===== config.mk =====
export PLATFORM = sky130hd
export DESIGN_NAME = mem_access_flat
export DESIGN_NICKNAME = d
export VERILOG_FILES = /design/src/rtl/mem_access_if.sv /design/src/rtl/mem_access.sv /design/src/flat_wrapper.sv
export SDC_FILE = /design/constraint.sdc
export NUM_CORES = 1
export LEC_CHECK = 0
export BUFFER_PORTS_ARGS = -buffer_cell sky130_fd_sc_hd__buf_2
export CAP_MARGIN = 20
export CORE_AREA = 3 3 177 179
export CTS_CLUSTER_SIZE = 16
export DETAILED_ROUTE_END_ITERATION = 12
export DIE_AREA = 0 0 180 182
export PLACE_DENSITY_LB_ADDON = 0.1
export SLEW_MARGIN = 10
export SYNTH_ARGS = -nofsm -noshare
export SYNTH_HDL_FRONTEND = slang
export SYNTH_SLANG_ARGS = --single-unit

===== constraint.sdc =====
create_clock -name CLK -period 3.1 [get_ports CLK]
set_input_delay 0.31 -clock CLK [delete_from_list [all_inputs] [get_ports CLK]]
set_output_delay 0.31 -clock CLK [all_outputs]
set_load 0.005 [all_outputs]

===== src/rtl/mem_access_if.sv =====
// Data-memory request/acknowledge bus between the MEM stage and the data memory.
// The master holds the request fields stable from the first REQ cycle through the ACK cycle.
interface mem_access_if #(
    parameter int unsigned ADDR_W = 32
);
    logic              MEM_REQ;
    logic              MEM_WE;
    logic [ADDR_W-1:0] MEM_ADDR;
    logic [3:0]        MEM_STRB;
    logic [31:0]       MEM_WDATA;
    logic              MEM_ACK;
    logic [31:0]       MEM_RDATA;

    modport master (
        output MEM_REQ, MEM_WE, MEM_ADDR, MEM_STRB, MEM_WDATA,
        input  MEM_ACK, MEM_RDATA
    );

    modport slave (
        input  MEM_REQ, MEM_WE, MEM_ADDR, MEM_STRB, MEM_WDATA,
        output MEM_ACK, MEM_RDATA
    );
endinterface


===== src/rtl/mem_access.sv =====
// EX->MEM pipeline stage for the RV32I core: captures ALU results, performs the data-memory
// load/store over a req/ack bus, aligns load data and presents the writeback result.
// Optional build macro MEM_ACCESS_MISALIGN_CHK_EN adds a misaligned-access fault check.
module mem_access #(
    parameter int unsigned ADDR_W  = 32,
    parameter int unsigned TIMEOUT = 0   // 0 = wait for MEM_ACK forever
) (
    input  logic              CLK,
    input  logic              RST,
    input  logic              STALL,
    input  logic              FLUSH,
    output logic              BUSY,
    output logic              DO_JMP,
    output logic [31:0]       NEW_PC,
    input  logic [31:0]       A_PC,
    input  logic [31:0]       A_INST,
    input  logic              A_VALID,
    input  logic              A_DO_JMP,
    input  logic [31:0]       A_NEW_PC,
    input  logic [4:0]        A_REG_D,
    input  logic [31:0]       A_REG_D_V,
    input  logic              A_LOAD_REN,
    input  logic              A_STORE_WREN,
    input  logic [2:0]        A_FUNCT3,
    input  logic [ADDR_W-1:0] A_MEM_ADDR,
    input  logic [3:0]        A_STORE_STRB,
    input  logic [31:0]       A_STORE_DATA,
    mem_access_if.master      mem,
    output logic [31:0]       M_PC,
    output logic [31:0]       M_INST,
    output logic              M_VALID,
    output logic [4:0]        M_REG_D,
    output logic [31:0]       M_REG_D_V,
    output logic              M_FAULT
);

    localparam logic [0:0] StIdle = 1'b0;
    localparam logic [0:0] StWait = 1'b1;

    logic [0:0]        state_q;
    logic              valid_q;
    logic [31:0]       pc_q;
    logic [31:0]       inst_q;
    logic              do_jmp_q;
    logic [31:0]       new_pc_q;
    logic [4:0]        reg_d_q;
    logic [31:0]       reg_d_v_q;
    logic              load_q;
    logic              store_q;
    logic [2:0]        funct3_q;
    logic [ADDR_W-1:0] addr_q;
    logic [3:0]        strb_q;
    logic [31:0]       wdata_q;
    logic              fault_q;
    logic [31:0]       cnt_q;

    logic              advance;
    logic              misaligned;
    logic              start_mem;
    logic              timeout_hit;
    logic [7:0]        load_byte;
    logic [15:0]       load_half;
    logic [31:0]       load_aligned;

    assign advance = !STALL && (state_q == StIdle);

`ifdef MEM_ACCESS_MISALIGN_CHK_EN
    assign misaligned = A_VALID && (A_LOAD_REN || A_STORE_WREN) &&
                        (((A_FUNCT3[1:0] == 2'b01) && A_MEM_ADDR[0]) ||
                         ((A_FUNCT3[1:0] == 2'b10) && (A_MEM_ADDR[1:0] != 2'b00)));
`else
    assign misaligned = 1'b0;
`endif

    assign start_mem   = A_VALID && (A_LOAD_REN || A_STORE_WREN) && !misaligned;
    // Last permitted wait cycle; an ACK in the same cycle still wins.
    assign timeout_hit = (TIMEOUT != 0) && (cnt_q == TIMEOUT - 1);

    // Select and extend the load lane addressed by the held byte address.
    always_comb begin
        load_byte = mem.MEM_RDATA[{addr_q[1:0], 3'b000} +: 8];
        load_half = addr_q[1] ? mem.MEM_RDATA[31:16] : mem.MEM_RDATA[15:0];
        case (funct3_q)
            3'b000:  load_aligned = {{24{load_byte[7]}}, load_byte};
            3'b001:  load_aligned = {{16{load_half[15]}}, load_half};
            3'b100:  load_aligned = {24'h0, load_byte};
            3'b101:  load_aligned = {16'h0, load_half};
            default: load_aligned = mem.MEM_RDATA;
        endcase
    end

    // Pipeline register capture, FSM and timeout counter.
    always_ff @(posedge CLK) begin
        if (RST) begin
            state_q   <= StIdle;
            valid_q   <= 1'b0;
            pc_q      <= '0;
            inst_q    <= '0;
            do_jmp_q  <= 1'b0;
            new_pc_q  <= '0;
            reg_d_q   <= '0;
            reg_d_v_q <= '0;
            load_q    <= 1'b0;
            store_q   <= 1'b0;
            funct3_q  <= '0;
            addr_q    <= '0;
            strb_q    <= '0;
            wdata_q   <= '0;
            fault_q   <= 1'b0;
            cnt_q     <= '0;
        end else if (advance) begin
            cnt_q <= '0;
            if (FLUSH) begin
                state_q   <= StIdle;
                valid_q   <= 1'b0;
                pc_q      <= '0;
                inst_q    <= '0;
                do_jmp_q  <= 1'b0;
                new_pc_q  <= '0;
                reg_d_q   <= '0;
                reg_d_v_q <= '0;
                load_q    <= 1'b0;
                store_q   <= 1'b0;
                funct3_q  <= '0;
                addr_q    <= '0;
                strb_q    <= '0;
                wdata_q   <= '0;
                fault_q   <= 1'b0;
            end else begin
                state_q   <= start_mem ? StWait : StIdle;
                valid_q   <= A_VALID;
                pc_q      <= A_PC;
                inst_q    <= A_INST;
                do_jmp_q  <= A_DO_JMP;
                new_pc_q  <= A_NEW_PC;
                reg_d_q   <= misaligned ? 5'd0 : A_REG_D;
                reg_d_v_q <= A_REG_D_V;
                load_q    <= A_LOAD_REN;
                store_q   <= A_STORE_WREN;
                funct3_q  <= A_FUNCT3;
                addr_q    <= A_MEM_ADDR;
                strb_q    <= A_STORE_STRB;
                wdata_q   <= A_STORE_DATA;
                fault_q   <= misaligned;
            end
        end else if (state_q == StWait) begin
            // A flush kills the writeback but the bus transaction runs to completion.
            if (FLUSH) begin
                valid_q  <= 1'b0;
                do_jmp_q <= 1'b0;
                reg_d_q  <= '0;
                fault_q  <= 1'b0;
            end
            if (mem.MEM_ACK) begin
                state_q <= StIdle;
                if (load_q) begin
                    reg_d_v_q <= load_aligned;
                end
            end else if (timeout_hit) begin
                state_q <= StIdle;
                cnt_q   <= TIMEOUT;
                reg_d_q <= '0;
                if (!FLUSH) begin
                    fault_q <= 1'b1;
                end
            end else begin
                cnt_q <= cnt_q + 32'd1;
            end
        end
    end

    // Bus drive: request fields come from held registers so they are stable all request long.
    always_comb begin
        mem.MEM_REQ   = 1'b0;
        mem.MEM_WE    = 1'b0;
        mem.MEM_ADDR  = '0;
        mem.MEM_STRB  = '0;
        mem.MEM_WDATA = '0;
        if (state_q == StWait) begin
            mem.MEM_REQ   = 1'b1;
            mem.MEM_WE    = store_q;
            mem.MEM_ADDR  = {addr_q[ADDR_W-1:2], 2'b00};
            mem.MEM_STRB  = store_q ? strb_q : 4'b1111;
            mem.MEM_WDATA = store_q ? wdata_q : 32'h0;
        end
    end

    // Stage outputs; writeback valid is withheld while the access is outstanding.
    always_comb begin
        BUSY      = (state_q == StWait);
        DO_JMP    = do_jmp_q;
        NEW_PC    = new_pc_q;
        M_PC      = pc_q;
        M_INST    = inst_q;
        M_VALID   = valid_q && (state_q == StIdle);
        M_REG_D   = reg_d_q;
        M_REG_D_V = reg_d_v_q;
        M_FAULT   = fault_q;
    end

endmodule


===== src/flat_wrapper.sv =====
// flat-port wrapper written by rule: the top's interface ports become plain ports
module mem_access_flat 
#(
    parameter int unsigned ADDR_W  = 32,
    parameter int unsigned TIMEOUT = 0                                  
)
  (CLK, RST, STALL, FLUSH, BUSY, DO_JMP, NEW_PC, A_PC, A_INST, A_VALID, A_DO_JMP, A_NEW_PC, A_REG_D, A_REG_D_V, A_LOAD_REN, A_STORE_WREN, A_FUNCT3, A_MEM_ADDR, A_STORE_STRB, A_STORE_DATA, M_PC, M_INST, M_VALID, M_REG_D, M_REG_D_V, M_FAULT, mem_MEM_REQ, mem_MEM_WE, mem_MEM_ADDR, mem_MEM_STRB, mem_MEM_WDATA, mem_MEM_ACK, mem_MEM_RDATA);
  mem_access_if #(.ADDR_W(ADDR_W)) mem_i ();
  input  logic CLK;
  input  logic RST;
  input  logic STALL;
  input  logic FLUSH;
  output logic BUSY;
  output logic DO_JMP;
  output logic [31:0] NEW_PC;
  input  logic [31:0] A_PC;
  input  logic [31:0] A_INST;
  input  logic A_VALID;
  input  logic A_DO_JMP;
  input  logic [31:0] A_NEW_PC;
  input  logic [4:0] A_REG_D;
  input  logic [31:0] A_REG_D_V;
  input  logic A_LOAD_REN;
  input  logic A_STORE_WREN;
  input  logic [2:0] A_FUNCT3;
  input  logic [ADDR_W-1:0] A_MEM_ADDR;
  input  logic [3:0] A_STORE_STRB;
  input  logic [31:0] A_STORE_DATA;
  output logic [31:0] M_PC;
  output logic [31:0] M_INST;
  output logic M_VALID;
  output logic [4:0] M_REG_D;
  output logic [31:0] M_REG_D_V;
  output logic M_FAULT;
  output wire logic [$bits(mem_i.MEM_REQ)-1:0] mem_MEM_REQ;
  output wire logic [$bits(mem_i.MEM_WE)-1:0] mem_MEM_WE;
  output wire logic [$bits(mem_i.MEM_ADDR)-1:0] mem_MEM_ADDR;
  output wire logic [$bits(mem_i.MEM_STRB)-1:0] mem_MEM_STRB;
  output wire logic [$bits(mem_i.MEM_WDATA)-1:0] mem_MEM_WDATA;
  input wire logic [$bits(mem_i.MEM_ACK)-1:0] mem_MEM_ACK;
  input wire logic [$bits(mem_i.MEM_RDATA)-1:0] mem_MEM_RDATA;
  assign mem_MEM_REQ = mem_i.MEM_REQ;
  assign mem_MEM_WE = mem_i.MEM_WE;
  assign mem_MEM_ADDR = mem_i.MEM_ADDR;
  assign mem_MEM_STRB = mem_i.MEM_STRB;
  assign mem_MEM_WDATA = mem_i.MEM_WDATA;
  assign mem_i.MEM_ACK = mem_MEM_ACK;
  assign mem_i.MEM_RDATA = mem_MEM_RDATA;
  mem_access #(.ADDR_W(ADDR_W), .TIMEOUT(TIMEOUT)) u_core (.CLK(CLK), .RST(RST), .STALL(STALL), .FLUSH(FLUSH), .BUSY(BUSY), .DO_JMP(DO_JMP), .NEW_PC(NEW_PC), .A_PC(A_PC), .A_INST(A_INST), .A_VALID(A_VALID), .A_DO_JMP(A_DO_JMP), .A_NEW_PC(A_NEW_PC), .A_REG_D(A_REG_D), .A_REG_D_V(A_REG_D_V), .A_LOAD_REN(A_LOAD_REN), .A_STORE_WREN(A_STORE_WREN), .A_FUNCT3(A_FUNCT3), .A_MEM_ADDR(A_MEM_ADDR), .A_STORE_STRB(A_STORE_STRB), .A_STORE_DATA(A_STORE_DATA), .mem(mem_i), .M_PC(M_PC), .M_INST(M_INST), .M_VALID(M_VALID), .M_REG_D(M_REG_D), .M_REG_D_V(M_REG_D_V), .M_FAULT(M_FAULT));
endmodule

== After elaboration in Yosys (flattened, before gate mapping) ==
Index checks and enable logic that the tools add are counted.

* Multiplexer cells: 38
* Bitwise logic cells: 1
* Reduce and logical (&&, ||, !) cells: 12
* Shift operators: 1
* Equal/unequal tests: 3

{| class="wikitable"
|+ Operators with widths
! operator !! number
|-
| 32-bit two-way mux || 13
|-
| 32-bit case mux with 4 select lines || 1
|-
| 32-bit by 6-bit variable part select with 8-bit output || 1
|-
| 5-bit two-way mux || 4
|-
| 16-bit two-way mux || 1
|-
| 1-bit two-way mux || 15
|-
| 4-bit two-way mux || 3
|-
| 2-bit nonzero test || 4
|-
| 3-bit equality test (second input constant) || 2
|-
| 3-bit by 1-bit equality test with 1-bit output (second input constant) || 1
|-
| 1-bit logical AND || 3
|-
| 3-bit logical NOT || 1
|-
| 3-bit two-way mux || 1
|-
| 3-bit AND reduction || 1
|-
| 2-bit AND reduction || 1
|-
| 1-bit logical NOT || 1
|-
| 1-bit logical OR || 1
|-
| 1-bit NOT || 1
|}

* Input bits: 245
* Logic and storage cells: 69
* Output and inout bits: 207
* Bits in registers: 209

== Longest topological paths before layout ==
* Depth in word-level cells: 6
* Mapped depth: 7
* Depth with buffers taken out: 4

== Worst setup path before layout ==
No wires, ideal clock.

* Path type: reg-to-reg
* Start point: register u_core.addr_q[1]
* End point: register u_core.reg_d_v_q[14], in the netlist u_core.M_REG_D_V[14]
* Arrival time: 1.495 ns
* Cell stages (with the launch flop): 5
* Library setup time: 0.133 ns
* Data required time: 2.967 ns
* Clock period less this slack: 1.628 ns
* Setup slack: 1.472 ns
* Buffers on the path: 0
* Cells stage by stage: dfxtp_1 mux4_2 a221o_1 a221oi_2 nor3_1

* Cells in the longest elaborated chain, start to end: 6
* Elaborated cells on any way between the ends: 7
* Classes of those cells: 1 x shift; 6 x mux

{| class="wikitable"
|+ RTL lines
! element !! RTL line !! source
|-
| start: declaration || mem_access.sv:51 || <nowiki>logic [ADDR_W-1:0] addr_q;</nowiki>
|-
| start signal: assignment || mem_access.sv:106 || <nowiki>addr_q <= '0;</nowiki>
|-
| start signal: assignment || mem_access.sv:125 || <nowiki>addr_q <= '0;</nowiki>
|-
| start signal: assignment || mem_access.sv:141 || <nowiki>addr_q <= A_MEM_ADDR;</nowiki>
|-
| 32-bit by 6-bit variable part select with 8-bit output or 16-bit two-way mux (tied branches) || mem_access.sv:81, mem_access.sv:82 ||
|-
| 32-bit case mux with 4 select lines (*) || mem_access.sv:83 || <nowiki>case (funct3_q)</nowiki>
|-
| 32-bit two-way mux (*) || mem_access.sv:156 || <nowiki>if (load_q) begin</nowiki>
|-
| 32-bit two-way mux (*) || mem_access.sv:154 || <nowiki>if (mem.MEM_ACK) begin</nowiki>
|-
| 32-bit two-way mux (*) || mem_access.sv:146 || <nowiki>end else if (state_q == StWait) begin</nowiki>
|-
| 32-bit two-way mux (*) || mem_access.sv:111 || <nowiki>end else if (advance) begin</nowiki>
|-
| end signal: assignment || mem_access.sv:157 || <nowiki>reg_d_v_q <= load_aligned;</nowiki>
|-
| end: declaration || mem_access.sv:47 || <nowiki>logic [31:0] reg_d_v_q;</nowiki>
|}

Mark *: on every way between the ends. The rest lies on a longest branch, timed or not. The select of a mux whose other input is x is not followed.
A chain may end at the register's enable or synchronous reset.

== Worst setup path after layout ==
* Start point: register u_core.state_q, in the netlist u_core.BUSY
* End point: output mem_MEM_STRB[3]

* Cells in the longest elaborated chain, start to end: 1

{| class="wikitable"
|+ RTL lines
! element !! RTL line !! source
|-
| start: declaration || mem_access.sv:40 || <nowiki>logic [0:0] state_q;</nowiki>
|-
| start signal: assignment || mem_access.sv:95 || <nowiki>state_q <= StIdle;</nowiki>
|-
| start signal: assignment || mem_access.sv:114 || <nowiki>state_q <= StIdle;</nowiki>
|-
| start signal: assignment || mem_access.sv:130 || <nowiki>state_q <= start_mem ? StWait : StIdle;</nowiki>
|-
| 4-bit two-way mux || mem_access.sv:179 || <nowiki>if (state_q == StWait) begin</nowiki>
|-
| end: declaration || flat_wrapper.sv:38 || <nowiki>output wire logic [$bits(mem_i.MEM_STRB)-1:0] mem_MEM_STRB;</nowiki>
|}

No other way between the ends.

==> impl_metrics.toml <==
[route]
drc = 0
vias_per_cell = 4.916
drtIter0Drc = 464
wirelength_mm = 34.00
dr.pass1.iters = 5
wl_per_cell_um = 18.04
vias = 9267
antenna_left = 0

[logic_synthesis]
synthAdderAreaFrac = 0
synth_area_um2 = 8846
synth_compound_area_frac = 0.1893
synth-xor-area-share = 0
synth-seq-area-share = 0.4730
synth.area.mux_share = 0.01853
synth_top_cell_by_area = "dfxtp_1"
synth_edf_count = 0
ys_ff_latch = 209
synth_top_area_frac = 0.4730
yosysMostFrequentCell = "dfxtp_1"
synth_cell_types = 49
syn_avg_cell_area_um2 = 8.086
async_flop_share = 0
synthCells = 1094
synthSimpleGateAreaFrac = 0.2580
synthTopCellsByArea = "dfxtp_1, a21oi_1, nand3_1, nand2_1, clkbuf_1"
synth_top_family_by_area = "simple AND/OR/NAND/NOR gates"
yosys_warnings = 0
synth_flop_cell = "dfxtp_1"
netlist_top_cells_count = "dfxtp_1, nand2_1, a21oi_1, nand3_1, clkbuf_1"

[floorplanning]
rows = 63
die_x_um = 180
core_area_um2 = 29720
io_pins = 452
die_h_um = 182
initial_core_util = 0.2977
die_area_um2 = 32760

[power]
power_density_nw_per_um2 = 557.2
clkPwrFrac = 0.455
p_sw_frac = 0.2507
vdd_ir_drop_max_mv = 0.4093
p_leak_uw = 0.005458
switchingPower_uw = 1694
seq_power_share = 0.427
internal_power_uw = 5064
p_comb_frac = 0.119

[cells_and_area]
areaGrowthSynthToFinish_pct = 37.09
nNetsFinal = 1720
fin_area_um2 = 12130
n_fill_cell = 3120
multiInputGateArea_um2 = 4139
drive_above_1_share = 0.3543
utilization = 0.4081
seq_area_um2 = 4185
fin_cells = 1885

[sta]
tightest_slew_ns = 0.9294
setup_viol = 0
setup_tns_ns = 0
whs_ns = 0.02742
slew_headroom = 0.3804
hold_viol_final = 0
fmax_mhz = 425.3
rsz0062_at_grt = "false"
period_share = 0.7585
maxSlewViolCount = 0
skew_ns = 0.01034
period_minus_slack_ns = 2.351

[clocking]
cts_root_buf = "clkbuf_16"
cts_buffer_depth = 3
cts_buffers = 25
tritoncts = "built"
ctsHoldBuffers = 0
path_clk_slew_ns = 0.06
cts_resized = 0
clk_latency_ns = 0.52
cts.sinks = 209
cts_max_level = 1
postCtsSetupRepairBufs = 0

[global_route]
antenna_found_initial = 7
grt_pass1_wl_mm = 51.95
first_global_vias = 8873
grt_overflow = 0
grt_max_degree = 140
grt_use_total = 0.1938

[setup_path]
crit_path_start_kind = "flip-flop"
crit_arrival_ns = 2.04
path_class = "reg2out"
rrSetupSlack_ns = 0.80
crit_fanout = 48
worst_setup_path_end_kind = "output pin"
cp_slowest_cell = "dfxtp_2"
max_stage_delay_ns = 0.63
required_ns = 2.79
crit_path_cell_trace = "buf_4 > a21boi_0 > buf_2"

[job]
maxCapViolCount = 0

[place]
dpl.cell_count = 1838
hpwlAfterDp_mm = 23.53
numPortBuffers = 448
place_area_um2 = 11260
gp_congestion = 0.7861

[worst_hold_path]
worstHoldPathType = "in2reg"

[status]
run_status = "finished clean"
==> kinds of logic after synthesis <==
logic type / Yosys count
AO/OA/AOI/OAI: 267
AND/OR/NAND/NOR: 487
other: 1
flip-flops: 209
multiplexers: 11
buffers and inverters: 119
==> cell usage in the layout (no fill, tap or decap), types with 5 or more instances in the layout <==
cell / count
and2_1: 31
o22ai_1: 6
mux2_2: 7
nor2_1: 41
a221oi_1: 6
nand3_1: 170
clkbuf_16: 25
a21oi_1: 173
dfxtp_1: 208
clkbuf_1: 7
and3_1: 33
a211oi_1: 16
a2111oi_2: 6
a311oi_1: 7
nand2b_1: 16
a311o_1: 7
a22oi_1: 23
o2111ai_1: 7
buf_4: 13
nand2_1: 183
inv_1: 5
buf_2: 447
==> through the flow <==
stage / power, uW / setup WS, ns
finish: 6757 / 0.7487
global route: 7088 / 0.5081
CTS: 6872 / 0.6386
detailed placement: 3753 / 0.7381
global placement: 3751 / 0.7755
floorplan: 3363 / 1.473
==> worst max-delay path, delay by kind of cell (launching register included) <==
family | cells | cell delay (ns)
buffers and inverters | 2 | 0.64
AOI/OAI and AO/OA | 1 | 0.22
DFF | 1 | 0.63
==> flip-flops by register name, indices dropped and copies added, names as in the netlist <==
signal,count
u_core.M_REG_D,5
u_core.M_REG_D_V,32
u_core.funct3_q,3
u_core.BUSY,1
u_core.store_q,1
u_core.addr_q,32
u_core.valid_q,1
u_core.M_PC,32
u_core.DO_JMP,1
u_core.wdata_q,32
u_core.NEW_PC,32
u_core.M_INST,32
u_core.strb_q,4
u_core.load_q,1
==> area by class of cell <==
class                   instances  share of cell area
repair buffers                465              0.2001
diodes                          2           0.0004127
flip-flops and latches        209              0.3451
multi-input cells             768              0.3413
inverters                       6            0.002064
clock buffers                  36             0.05830
well taps                     390             0.04024
clock inverters                 9             0.01248
==> path summary, 6_finish.rpt <==
check	start	endpoint	cells past startpoint
min reg2reg	u_core.wdata_q[28]$_SDFFE_PP0P_	u_core.wdata_q[28]$_SDFFE_PP0P_	2
max reg2reg	u_core.BUSY$_SDFF_PP0_	u_core.M_INST[30]$_SDFFE_PP0P_	5
max	u_core.BUSY$_SDFF_PP0_	mem_MEM_STRB[3]	3
min	A_FUNCT3[1]	u_core.funct3_q[1]$_SDFFE_PP0P_	3
==> power groups by stage <==
| stage | registers [uW] | logic (uW) | clock network (uW) |
|---|---|---|---|
| final | 2880 | 802 | 3070 |
| after global routing | 2900 | 893 | 3300 |
| after CTS | 2880 | 815 | 3170 |
| after detailed placement | 2940 | 813 | 0 |
| after global placement | 2940 | 812 | 0 |
| after floorplan | 2940 | 428 | 0 |
==> metal layers <==
| metal | vias up | routed length (um) | GRT usage |
|---|---|---|---|
| met5 | - | 69 | 0 |
| met4 | 10 | 762 | 0.04579 |
| met3 | 49 | 3066 | 0.06951 |
| met2 | 330 | 16070 | 0.3210 |
| met1 | 4295 | 14040 | 0.2420 |
| li1 | 4583 | - | - |
Power figures use the tool's default switching activity.
